$ cat src/rtl/switch_debounce.sv
// rtl/switch_debounce.sv - 2-flop synchroniser plus per-bit stability-counter debouncer for slide switches
// Optional sticky change interrupt (irq/irq_ack) built only with SWITCH_CHANGE_IRQ_EN defined.
module switch_debounce #(
    parameter int WIDTH           = 8,
    parameter int DEBOUNCE_CYCLES = 500000,
    parameter int CNT_W           = 20
) (
    input  logic             clk,
    input  logic             reset_n,
    input  logic [WIDTH-1:0] sw_raw,
    output logic [WIDTH-1:0] sw_clean,
    output logic [WIDTH-1:0] sw_changed
`ifdef SWITCH_CHANGE_IRQ_EN
    ,
    output logic             irq,
    input  logic             irq_ack
`endif
);

    localparam logic [CNT_W-1:0] CNT_MAX = CNT_W'(DEBOUNCE_CYCLES - 1);

    logic [WIDTH-1:0] s1_q, s2_q;
    logic [WIDTH-1:0] clean_q, clean_d;
    logic [WIDTH-1:0] changed_q, changed_d;
    logic [CNT_W-1:0] cnt_q [WIDTH];
    logic [CNT_W-1:0] cnt_d [WIDTH];

    // Any sample matching the settled level restarts that bit's count from zero.
    always_comb begin
        clean_d   = clean_q;
        changed_d = '0;
        for (int i = 0; i < WIDTH; i++) begin
            cnt_d[i] = '0;
            if (s2_q[i] != clean_q[i]) begin
                if (cnt_q[i] == CNT_MAX) begin
                    clean_d[i]   = s2_q[i];
                    changed_d[i] = 1'b1;
                end else begin
                    cnt_d[i] = cnt_q[i] + CNT_W'(1);
                end
            end
        end
    end

    always_ff @(posedge clk or negedge reset_n) begin
        if (!reset_n) begin
            s1_q      <= '0;
            s2_q      <= '0;
            clean_q   <= '0;
            changed_q <= '0;
            for (int i = 0; i < WIDTH; i++) begin
                cnt_q[i] <= '0;
            end
        end else begin
            s1_q      <= sw_raw;
            s2_q      <= s1_q;
            clean_q   <= clean_d;
            changed_q <= changed_d;
            for (int i = 0; i < WIDTH; i++) begin
                cnt_q[i] <= cnt_d[i];
            end
        end
    end

    assign sw_clean   = clean_q;
    assign sw_changed = changed_q;

`ifdef SWITCH_CHANGE_IRQ_EN
    logic irq_q, irq_d;

    // A new change outranks a simultaneous acknowledge so no event is lost.
    always_comb begin
        irq_d = irq_q;
        if (|changed_q) begin
            irq_d = 1'b1;
        end else if (irq_ack) begin
            irq_d = 1'b0;
        end
    end

    always_ff @(posedge clk or negedge reset_n) begin
        if (!reset_n) begin
            irq_q <= 1'b0;
        end else begin
            irq_q <= irq_d;
        end
    end

    assign irq = irq_q;
`endif

endmodule

$ cat config.mk
export PLATFORM = sky130hd
export DESIGN_NAME = switch_debounce
export DESIGN_NICKNAME = d
export VERILOG_FILES = /design/src/rtl/switch_debounce.sv
export SDC_FILE = /design/constraint.sdc
export NUM_CORES = 1
export LEC_CHECK = 0
export BUFFER_PORTS_ARGS = -buffer_cell sky130_fd_sc_hd__buf_2
export CORE_ASPECT_RATIO = 0.9
export CORE_MARGIN = 2
export CORE_UTILIZATION = 47
export CTS_CLUSTER_DIAMETER = 150
export CTS_CLUSTER_SIZE = 20
export DETAILED_ROUTE_END_ITERATION = 10
export HOLD_SLACK_MARGIN = 0.05
export PLACE_DENSITY = 0.68
export SYNTH_ARGS = -nofsm -noshare
export SYNTH_HDL_FRONTEND = slang
export SYNTH_SLANG_ARGS = --single-unit
export TNS_END_PERCENT = 20
$ cat constraint.sdc
create_clock -name clk -period 2.58 [get_ports clk]
set_input_delay 0.129 -clock clk [delete_from_list [all_inputs] [get_ports clk]]
set_output_delay 0.129 -clock clk [all_outputs]
set_load 0.05 [all_outputs]
==> metrics.csv, run 1 <==
stage;metric;value;unit
setup_path;WP data required;2.93;ns
timing;final hold viol count;0;
finish;Core Util, Final;0.5382;
setup_path;critical-path cell list;ha_1 -> nand4_4 -> or4_4 -> or4_1 -> a21oi_1;
timing;Least-Margin Pin Slew;0.5824;ns
timing;Relative slew margins;0.6118;
clock_tree;post-CTS sizing;0;
global_route;GRT Total Usage;0.1734;
synth;top area cells in the synthesized netlist;dfrtp_1 53%, xnor2_1 8.3%, nor2_1 6.2%, xor2_1 3.3%, nand4_1 3.2%;
timing;Tmin final;2.084;ns
finish;area grow syn2layout;13.09;%
floorplanning;Die W;150.4;µm
routing;Final ANT Viol Nets;0;
setup_path;Levels on crit path;5;
timing;Max Slew Vio Count;0;
timing;Max Clk Rate;0.4798;GHz
synth;Mapped Cells;892;
timing;Final TNS setup;0;ns
setup_path;Worst path max stage delay;0.59;ns
placed_design;Placed Area;9532;µm²
floorplanning;Die Footprint;20400;µm²
outcome;outcome;complete, no violations;
placed_design;PortBufs;25;
setup_path;worst setup path end;cnt_q[118];
finish;Design Area, Final;10250;µm²
timing;unrepaired setup endpoints after global routing;no;
synth;Yosys top cell area share;0.5303;
timing;clock skew;0.008605;ns
synth;Yosys cell types;45;
clock_tree;TritonCTS Buffers;17;
min_path;HP Class;primary input to asynchronous set/reset pin;
placed_design;dpl hpwl;10.81;mm
synth;Synth top cells by count;192 x dfrtp_1, 150 x nor2_1, 86 x xnor2_1;
setup_path;worst path bufs/invs;0;
clock_tree;CTS sink count;192;
setup_path;Reg2Reg Launch Point;cnt_q[100];
finish;fraction of layout cells with a size suffix above 1;0.1082;
setup_path;Worst R2R Path Depth;5;
clock_tree;clk buf depth;2;
setup_path;CP startpoint;cnt_q[100];
floorplanning;Die Ht;135.7;µm
global_route;vias in the first global route;6210;
synth;synth warn;0;
timing;final period utilization;0.8078;
routing;detailed-route DRC error count;0;
timing;# setup viols final;0;
placed_design;worst slack, placed;0.5153;ns
synth;Mapped Nets;910;
timing;final setup margin;0.4958;ns
setup_path;Reg-to-Reg End;cnt_q[118];
synth;fraction of registers with async set/reset;1.000;
power_and_ir_drop;Leak;4.103;nW
synth;Synth Cell Area;9060;µm²
clock_tree;CTS clock-pin slew for the worst setup and hold paths;0.07;ns
synth;sequential cell area fraction in the yosys report;0.5303;
power_and_ir_drop;Max VDD drop;0.0004161;V
setup_path;R2R Setup Slk;0.50;ns
synth;Syn Area/Cell;10.16;µm²
global_route;first-pass GRT wire length;28.81;mm
clock_tree;H-Tree Depth;4;
flow_run;Max Cap Viol;0;
setup_path;Critical Path AT;2.43;ns
routing;first-iteration detailed-routing DRC count;347;
routing;WL per Instance;13.44;µm
synth;Main synth FF type;dfrtp_1;
placed_design;GP Congestion;0.7917;
routing;final wirelength;16.16;mm
floorplanning;Starting Density;0.4759;
global_route;grt total ovfl;0;
setup_path;Setup crit end kind;flop;
global_route;antenna violations before repair;0;
setup_path;Top delay family on crit path;simple AND/OR/NAND/NOR gates;
finish;NumNets Final;957;
global_route;largest net degree at the start of global routing;69;
synth;number of synthesized register bits;192;
synth;largest area contributor in the netlist;dfrtp_1;
clock_tree;CTS root buffer;clkbuf_16;
finish;ANT cells;0;
synth;most frequent cell after synthesis;dfrtp_1;
setup_path;Critical Path Source Type;flop;
routing;DR vias/cell;5.334;
floorplanning;Core ar.;19040;µm²
setup_path;Crit Path Category;flop to flop;
synth;number of synthesized flops with an enable pin;0;
routing;DR pass1 iterations;5;
clock_tree;Clk Latency, worst-skew pair;0.42;ns
power_and_ir_drop;Power Dens Cells;588.7;nW/µm²
setup_path;CP Max Fanout;8;
floorplanning;IO Pins;26;
floorplanning;row count;48;
routing;Via Count;6411;
setup_path;slowest CP cell;or4_4;
clock_tree;CTS tree;done;
==> worst min-delay path by stage <==
stage                  to  slack, ns
6_report       cnt_q[119]       0.23
5_1_grt        cnt_q[119]       0.27
2_1_floorplan    cnt_q[0]      -0.17
3_5_place_dp      s1_q[2]       0.14
4_1_cts        cnt_q[119]       0.24
3_3_place_gp      s1_q[2]       0.14
==> area by class of cell <==
class | count | area, µm²
multi-input combinational | 648 | 4041
tap | 250 | 312.8
clock inverter | 11 | 153.9
clock buffer | 21 | 470.5
sequential | 192 | 4805
inverter | 35 | 131.4
timing repair buffer | 45 | 331.6
fill | 1696 | 8792
==> per-stage QoR <==
stage                     power [mW]  instances  hold slack, ns
final                          6.032       1202          0.2279
after CTS                      6.129       1202          0.2371
after global placement         3.347       1161          0.1402
after detailed placement       3.350       1161          0.1404
after global routing           6.280       1202          0.2735
after floorplan                3.241        892         -0.1666
==> timing repair <==
item	CTS	global route
hold endpoints to repair	67	0
setup buffers	0	0
hold buffers	9	0
==> power by group <==
group / total (mW) / leakage, nW / switching [mW] / internal, mW
registers: 3.09 / 2.63 / 0.0423 / 3.05
logic: 0.202 / 1.19 / 0.133 / 0.0697
clock network: 2.74 / 0.288 / 1.13 / 1.61
==> cell families (layout without fill, tap and decap cells) <==
| kind of cell | count (synthesis) | in the layout | share of synthesized area |
|---|---|---|---|
| multiplexers | 9 | 9 | 0.01105 |
| XOR/XNOR | 120 | 120 | 0.1160 |
| flip-flops | 192 | 192 | 0.5303 |
| buffers and inverters | 52 | 112 | 0.02361 |
| adder cells (fa/ha/maj) | 8 | 8 | 0.01105 |
| AO/OA/AOI/OAI | 71 | 71 | 0.05289 |
| AND/OR/NAND/NOR | 440 | 440 | 0.2551 |
==> cells in the final DEF, fill, tap and decap left out, types with 3 or more instances in the layout <==
cell	count
dfrtp_1	192
nor2_1	150
xnor2_1	86
nand3_1	55
nand4_1	47
nand2_1	43
nor3_1	36
inv_1	35
xor2_1	34
a21oi_1	31
nor4_1	30
buf_2	24
or4_1	17
clkbuf_16	17
or3_1	16
o21ai_0	13
and4_1	11
o31ai_1	11
dlygate4sd3_1	9
buf_4	9
mux2_2	8
ha_1	8
nor4b_1	7
and3_1	6
a31o_2	5
clkinvlp_4	5
or2_2	4
clkbuf_8	4
o41ai_1	3
nand4_2	3
bufinv_16	3
==> worst register-to-register path: stages (launching register included) <==
cell	delay [ns]
dfrtp_1	0.40
ha_1	0.28
nand4_4	0.17
or4_4	0.59
or4_1	0.42
a21oi_1	0.16
==> sequential cells by signal, summed over array words and instances (netlist names) <==
register    count
s1_q            8
s2_q            8
sw_changed      8
sw_clean        8
cnt_q         160
==> metal layers <==
metal | wire length, µm | global-route usage | share of wire
met3 | 429 | 0.04512 | 0.027
met4 | 100 | 0.05294 | 0.0062
met2 | 7370 | 0.2604 | 0.46
met5 | 0 | 0 | 0
met1 | 8254 | 0.2476 | 0.51
Note: power is estimated with default switching activity, not from simulation.
==> run 2, diff against run 1 <==
==> constraint.sdc (replaced) <==
create_clock -name clk -period 2.02 [get_ports clk]
set_input_delay 0.101 -clock clk [delete_from_list [all_inputs] [get_ports clk]]
set_output_delay 0.101 -clock clk [all_outputs]
set_load 0.05 [all_outputs]
==> run 2 against run 1 <==
  * Maximum frequency is 6.8% higher
  * Combinational power grew 39%
  * Register-to-register slack lost 0.43 ns
  * Count of clock-buffer cells in the layout is 3 lower
  * Clock skew is essentially flat
  * Largest power group unchanged
  * Critical path depth fell by 1
==> metrics.csv, run 2 (synthesis results as in run 1) <==
stage;metric;value;unit;change
power_and_ir_drop;Int Pwr;5.820;mW;was 4.732 mW
timing;final hold viol count;0;;unchanged
global_route;vias in the first global route;6285;;was 6210
global_route;largest net degree at the start of global routing;57;;was 69
global_route;grt total ovfl;0;;unchanged
finish;most flop-heavy register;cnt_q;;unchanged
routing;DR vias/cell;5.367;;was 5.334
power_and_ir_drop;NetSw;1.643;mW;was 1.300 mW
floorplanning;Starting Density;0.4759;;unchanged
finish;commonest non-fill, non-tap cell in the layout;dfrtp_1;;unchanged
power_and_ir_drop;switching part of the total power;0.2202;;was 0.2156
outcome;outcome;complete, no violations;;unchanged
timing;clock skew;0.009039;ns;was 0.008605 ns
global_route;antenna violations before repair;0;;unchanged
finish;area grow syn2layout;15.99;%;was 13.09%
finish;fraction of layout cells with a size suffix above 1;0.1439;;was 0.1082
global_route;GRT Total Usage;0.1742;;was 0.1734
routing;DRT met1 WL;8.226;mm;was 8.254 mm
placed_design;dpl hpwl;11.33;mm;was 10.81 mm
routing;WL met2;7.715;mm;was 7.370 mm
routing;final wirelength;16.52;mm;was 16.16 mm
clock_tree;CTS root buffer;clkbuf_16;;unchanged
timing;Tmin final;1.952;ns;was 2.084 ns
finish;filler cell count;1636;;was 1696
timing;final period utilization;0.9662;;was 0.8078
floorplanning;row count;48;;unchanged
routing;DR pass1 iterations;4;;was 5
clock_tree;H-Tree Depth;4;;unchanged
min_path;HP Class;primary input to asynchronous set/reset pin;;unchanged
timing;Relative slew margins;0.6606;;was 0.6118
floorplanning;IO Pins;26;;unchanged
setup_path;WP data required;2.33;ns;was 2.93 ns
clock_tree;Clk Latency, worst-skew pair;0.42;ns;about the same
routing;WL per Instance;13.36;µm;was 13.44 µm
floorplanning;Die W;150.4;µm;unchanged
placed_design;PortBufs;25;;unchanged
clock_tree;CTS clock-pin slew for the worst setup and hold paths;0.07;ns;about the same
routing;Final ANT Viol Nets;0;;unchanged
setup_path;Critical Path Source Type;flop;;unchanged
setup_path;Critical Path AT;2.26;ns;was 2.43 ns
power_and_ir_drop;Max VDD drop;0.0005808;V;was 0.0004161 V
setup_path;CP Max Fanout;6;;was 8
timing;Max Slew Vio Count;0;;unchanged
finish;Design Area, Final;10510;µm²;was 10250 µm²
finish;ANT cells;0;;unchanged
setup_path;Crit Path Category;flop to flop;;unchanged
placed_design;Placed Area;9827;µm²;was 9532 µm²
routing;first-iteration detailed-routing DRC count;411;;was 347
setup_path;Setup crit end kind;flop;;unchanged
finish;most frequent cells in the layout;192 x dfrtp_1, 150 x nor2_1, 86 x xnor2_1;;unchanged
power_and_ir_drop;Flop pwr share;0.530;;was 0.513
timing;Least-Margin Pin Slew;0.5045;ns;was 0.5824 ns
clock_tree;CTS sink count;192;;unchanged
clock_tree;CTS tree;done;;unchanged
timing;Final TNS setup;0;ns;unchanged
power_and_ir_drop;Power Dens Cells;710.2;nW/µm²;was 588.7 nW/µm²
timing;# setup viols final;0;;unchanged
flow_run;Max Cap Viol;0;;unchanged
finish;max reg flops;160;;unchanged
clock_tree;clk buf depth;2;;unchanged
floorplanning;Die Ht;135.7;µm;unchanged
placed_design;GP Congestion;0.7992;;was 0.7917
routing;detailed-route DRC error count;0;;unchanged
clock_tree;post-CTS setup buffers;0;;unchanged
finish;Reg area;4805;µm²;unchanged
finish;Core Util, Final;0.5520;;was 0.5382
power_and_ir_drop;Clk pwr share;0.433;;was 0.453
floorplanning;Die Footprint;20400;µm²;unchanged
clock_tree;TritonCTS Buffers;17;;unchanged
routing;Top Layer Used;met4;;unchanged
finish;NumNets Final;993;;was 957
global_route;first-pass GRT wire length;28.98;mm;was 28.81 mm
power_and_ir_drop;Leak;4.265;nW;was 4.103 nW
finish;area of the multi-input gates;4066;µm²;was 4041 µm²
timing;Max Clk Rate;0.5124;GHz;was 0.4798 GHz
power_and_ir_drop;combinational share of power;0.037;;was 0.034
routing;Via Count;6639;;was 6411
routing;wire length on met3;478;µm;was 429 µm
floorplanning;Core ar.;19040;µm²;unchanged
## run 2: worst max-delay path, stage by stage, from the launching register on
cell     delay, ns
dfrtp_1       0.45
or4b_1        0.45
nor4_1        0.40
nand3_1       0.21
mux2_2        0.32
## run 2: final timing paths
kind	startpoint	end	slack, ns	cells past startpoint
max in group asynchronous	reset_n	cnt_q[153]	1.18	3
max	cnt_q[88]	sw_clean[3]	0.07	4
min reg2reg	s1_q[1]	s2_q[1]	0.35	0
min	reset_n	s1_q[2]	0.19	2
min in group clk	sw_raw[7]	s1_q[7]	0.32	2
max reg2reg	cnt_q[88]	sw_clean[3]	0.07	4
## run 2: area by class of cell
class                      count  share of cell area
clock buffer                  18             0.04084
clock inverter                13             0.01310
inverter                      35             0.01250
sequential                   192              0.4572
tap                          250             0.02977
multi-input combinational    648              0.3870
timing repair buffer          81             0.05965
## run 2: what timing repair did
action,CTS,global route
hold buffers,9,0
setup endpoints to repair,0,16
endpoints found under the hold margin,60,0
gates resized for setup,0,5
## run 2: layer usage
metal,vias up,global-route usage
met5,-,0
met4,0,0.04507
met3,7,0.03973
met2,69,0.2737
met1,3226,0.2453
li1,3337,-
## run 2: per-stage QoR
step                setup slack, ns  instances  hold slack [ns]  power, mW
detailed placement          0.08549       1197           0.1018      4.301
CTS                         0.06149       1237           0.1974      7.588
floorplan                   0.08953        892          -0.1946      4.139
global placement             0.1204       1197          0.09591      4.293
global route              -0.008033       1237           0.2241      7.782
finish                      0.06823       1237           0.1870      7.464
## run 2: power by group through the flow
stage                     registers, mW  clock network [mW]  logic [mW]
after floorplan                    4.01                   0       0.127
after CTS                          3.95                3.35       0.289
after detailed placement           4.03                   0       0.275
after global routing               3.96                3.50       0.324
final                              3.95                3.23       0.280
after global placement             4.02                   0       0.270
==> run 3, diff against run 2 <==
--- a/config.mk
+++ b/config.mk
@@ -6,14 +6,16 @@
 export NUM_CORES = 1
 export LEC_CHECK = 0
 export BUFFER_PORTS_ARGS = -buffer_cell sky130_fd_sc_hd__buf_2
+export CELL_PAD_IN_SITES_DETAIL_PLACEMENT = 1
+export CELL_PAD_IN_SITES_GLOBAL_PLACEMENT = 2
 export CORE_ASPECT_RATIO = 0.9
 export CORE_MARGIN = 2
-export CORE_UTILIZATION = 47
+export CORE_UTILIZATION = 41
 export CTS_CLUSTER_DIAMETER = 150
 export CTS_CLUSTER_SIZE = 20
 export DETAILED_ROUTE_END_ITERATION = 10
 export HOLD_SLACK_MARGIN = 0.05
-export PLACE_DENSITY = 0.68
+export PLACE_DENSITY = 0.84
 export SYNTH_ARGS = -nofsm -noshare
 export SYNTH_HDL_FRONTEND = slang
 export SYNTH_SLANG_ARGS = --single-unit
==> run 3 against run 2 <==
  * Die area increased by 14%
  * Sequential power about the same
  * Critical path type unchanged
  * Flip-flop and latch count is the same
  * Highest routed layer unchanged
  * Maximum frequency up 1.5%
  * Via count up 4.2%
  * Clock skew increased by 0.0035 ns
  * Utilization down 5.7 points
==> metrics.csv, run 3 (synthesis results as in run 1) <==
stage;metric;value;unit;change
placed_design;Placed Area;9971;µm²;was 9827 µm²
routing;WL per Instance;15.64;µm;was 13.36 µm
routing;Via Count;6918;;was 6639
setup_path;Critical Path AT;2.24;ns;was 2.26 ns
timing;unrepaired setup endpoints after global routing;yes;;
global_route;grt total ovfl;0;;unchanged
power_and_ir_drop;Power Dens Cells;717.6;nW/µm²;was 710.2 nW/µm²
floorplanning;Die Ht;145.0;µm;was 135.7 µm
setup_path;Setup crit end kind;flop;;unchanged
timing;final hold viol count;0;;unchanged
placed_design;dpl hpwl;14.02;mm;was 11.33 mm
clock_tree;clk buf depth;2;;unchanged
min_path;HP Class;primary input to asynchronous set/reset pin;;unchanged
setup_path;Critical Path Source Type;flop;;unchanged
power_and_ir_drop;switching part of the total power;0.2337;;was 0.2202
global_route;largest net degree at the start of global routing;65;;was 57
outcome;outcome;complete, no violations;;unchanged
clock_tree;CTS sink count;192;;unchanged
flow_run;Max Cap Viol;0;;unchanged
power_and_ir_drop;Int Pwr;5.890;mW;was 5.820 mW
timing;Final TNS setup;0;ns;unchanged
placed_design;Cells after DPL;1252;;was 1197
finish;fraction of layout cells with a size suffix above 1;0.1587;;was 0.1439
timing;final period utilization;0.9523;;was 0.9662
finish;ANT cells;0;;unchanged
clock_tree;CTS tree;done;;unchanged
timing;Max Clk Rate;0.5198;GHz;was 0.5124 GHz
finish;Post-Layout Cell Count;1293;;was 1237
floorplanning;Die W;160.7;µm;was 150.4 µm
finish;Design Area, Final;10710;µm²;was 10510 µm²
finish;Core Util, Final;0.4951;;was 0.5520
timing;Relative slew margins;0.6335;;was 0.6606
power_and_ir_drop;Clk pwr share;0.447;;was 0.433
clock_tree;H-Tree Depth;4;;unchanged
timing;Tmin final;1.924;ns;was 1.952 ns
routing;Final ANT Viol Nets;0;;unchanged
routing;detailed-route DRC error count;0;;unchanged
global_route;first-pass GRT wire length;35.37;mm;was 28.98 mm
timing;Least-Margin Pin Slew;0.5497;ns;was 0.5045 ns
clock_tree;CTS root buffer;clkbuf_16;;unchanged
floorplanning;Starting Density;0.4188;;was 0.4759
placed_design;PortBufs;25;;unchanged
power_and_ir_drop;Leak;4.364;nW;was 4.265 nW
setup_path;CP Max Fanout;4;;was 6
timing;clock skew;0.01255;ns;was 0.009039 ns
clock_tree;CTS clock-pin slew for the worst setup and hold paths;0.08;ns;was 0.07 ns
routing;DR pass1 iterations;4;;unchanged
floorplanning;Core ar.;21630;µm²;was 19040 µm²
floorplanning;IO Pins;26;;unchanged
power_and_ir_drop;combinational share of power;0.038;;was 0.037
floorplanning;row count;51;;was 48
timing;Max Slew Vio Count;0;;unchanged
routing;final wirelength;20.22;mm;was 16.52 mm
clock_tree;TritonCTS Buffers;17;;unchanged
finish;commonest non-fill, non-tap cell in the layout;dfrtp_1;;unchanged
power_and_ir_drop;Max VDD drop;0.0004988;V;was 0.0005808 V
routing;DR vias/cell;5.350;;was 5.367
power_and_ir_drop;Flop pwr share;0.515;;was 0.530
timing;# setup viols final;0;;unchanged
finish;area grow syn2layout;18.22;%;was 15.99%
floorplanning;Die Footprint;23300;µm²;was 20400 µm²
power_and_ir_drop;NetSw;1.796;mW;was 1.643 mW
clock_tree;post-CTS setup buffers;0;;unchanged
routing;first-iteration detailed-routing DRC count;299;;was 411
global_route;GRT Total Usage;0.1816;;was 0.1742
finish;most flop-heavy register;cnt_q;;unchanged
finish;NumNets Final;1007;;was 993
global_route;vias in the first global route;7317;;was 6285
setup_path;Crit Path Category;flop to flop;;unchanged
finish;most frequent cells in the layout;192 x dfrtp_1, 150 x nor2_1, 86 x xnor2_1;;unchanged
finish;max reg flops;160;;unchanged
setup_path;WP data required;2.34;ns;was 2.33 ns
clock_tree;Clk Latency, worst-skew pair;0.43;ns;was 0.42 ns
placed_design;GP Congestion;0.7354;;was 0.7992
global_route;antenna violations before repair;0;;unchanged
==> run 3: cell type report <==
type | count | area [µm²]
fill | 2386 | 10920
sequential | 192 | 4805
multi-input combinational | 648 | 4098
timing repair buffer | 95 | 719.4
clock buffer | 19 | 442.9
tap | 291 | 364.1
clock inverter | 13 | 150.1
inverter | 35 | 131.4
==> run 3: final timing paths <==
check	start	to	slack [ns]	cells past startpoint
worst max-delay path	cnt_q[32]	sw_clean[6]	0.1	3
worst min-delay path	reset_n	s1_q[1]	0.22	2
worst max register to register	cnt_q[32]	sw_clean[6]	0.1	3
worst min register to register	s1_q[5]	s2_q[5]	0.35	0
max in group asynchronous	reset_n	sw_clean[5]	1.11	3
min in group clk	sw_raw[1]	s1_q[1]	0.31	2
==> run 3: repair_timing <==
action                                 CTS  global route
gates resized for setup                  0             9
hold buffers                             9             0
setup endpoints to repair                0            20
endpoints found under the hold margin   69             0
==> run 3: critical path, stage by stage, from the launching register on <==
cell and delay [ns]:
dfrtp_1 0.42, or4b_4 0.57, or4_4 0.54, mux2_2 0.28
==> run 3: power groups by stage <==
stage,Clock [mW],Sequential (mW),Combinational [mW]
2_1_floorplan,0,4.01,0.127
4_1_cts,3.55,3.96,0.302
3_3_place_gp,0,4.03,0.281
3_5_place_dp,0,4.03,0.285
6_report,3.43,3.96,0.293
5_1_grt,3.69,3.97,0.336
==> run 3: routing by layer <==
layer,global-route usage,share of wire,up-vias
met3,0.04002,0.027,18
met2,0.2983,0.48,56
met4,0.03393,0.0087,0
met1,0.2500,0.48,3475
met5,0,0,-
li1,-,-,3369
==> run 3: per-stage QoR <==
step / hold WS [ns] / worst slack [ns] / total power, mW
floorplan: -0.1946 / 0.08953 / 4.139
global placement: 0.1412 / 0.1001 / 4.307
detailed placement: 0.1453 / 0.03839 / 4.313
CTS: 0.2329 / 0.0004352 / 7.805
global route: 0.2490 / -0.01451 / 7.997
finish: 0.2206 / 0.09626 / 7.686
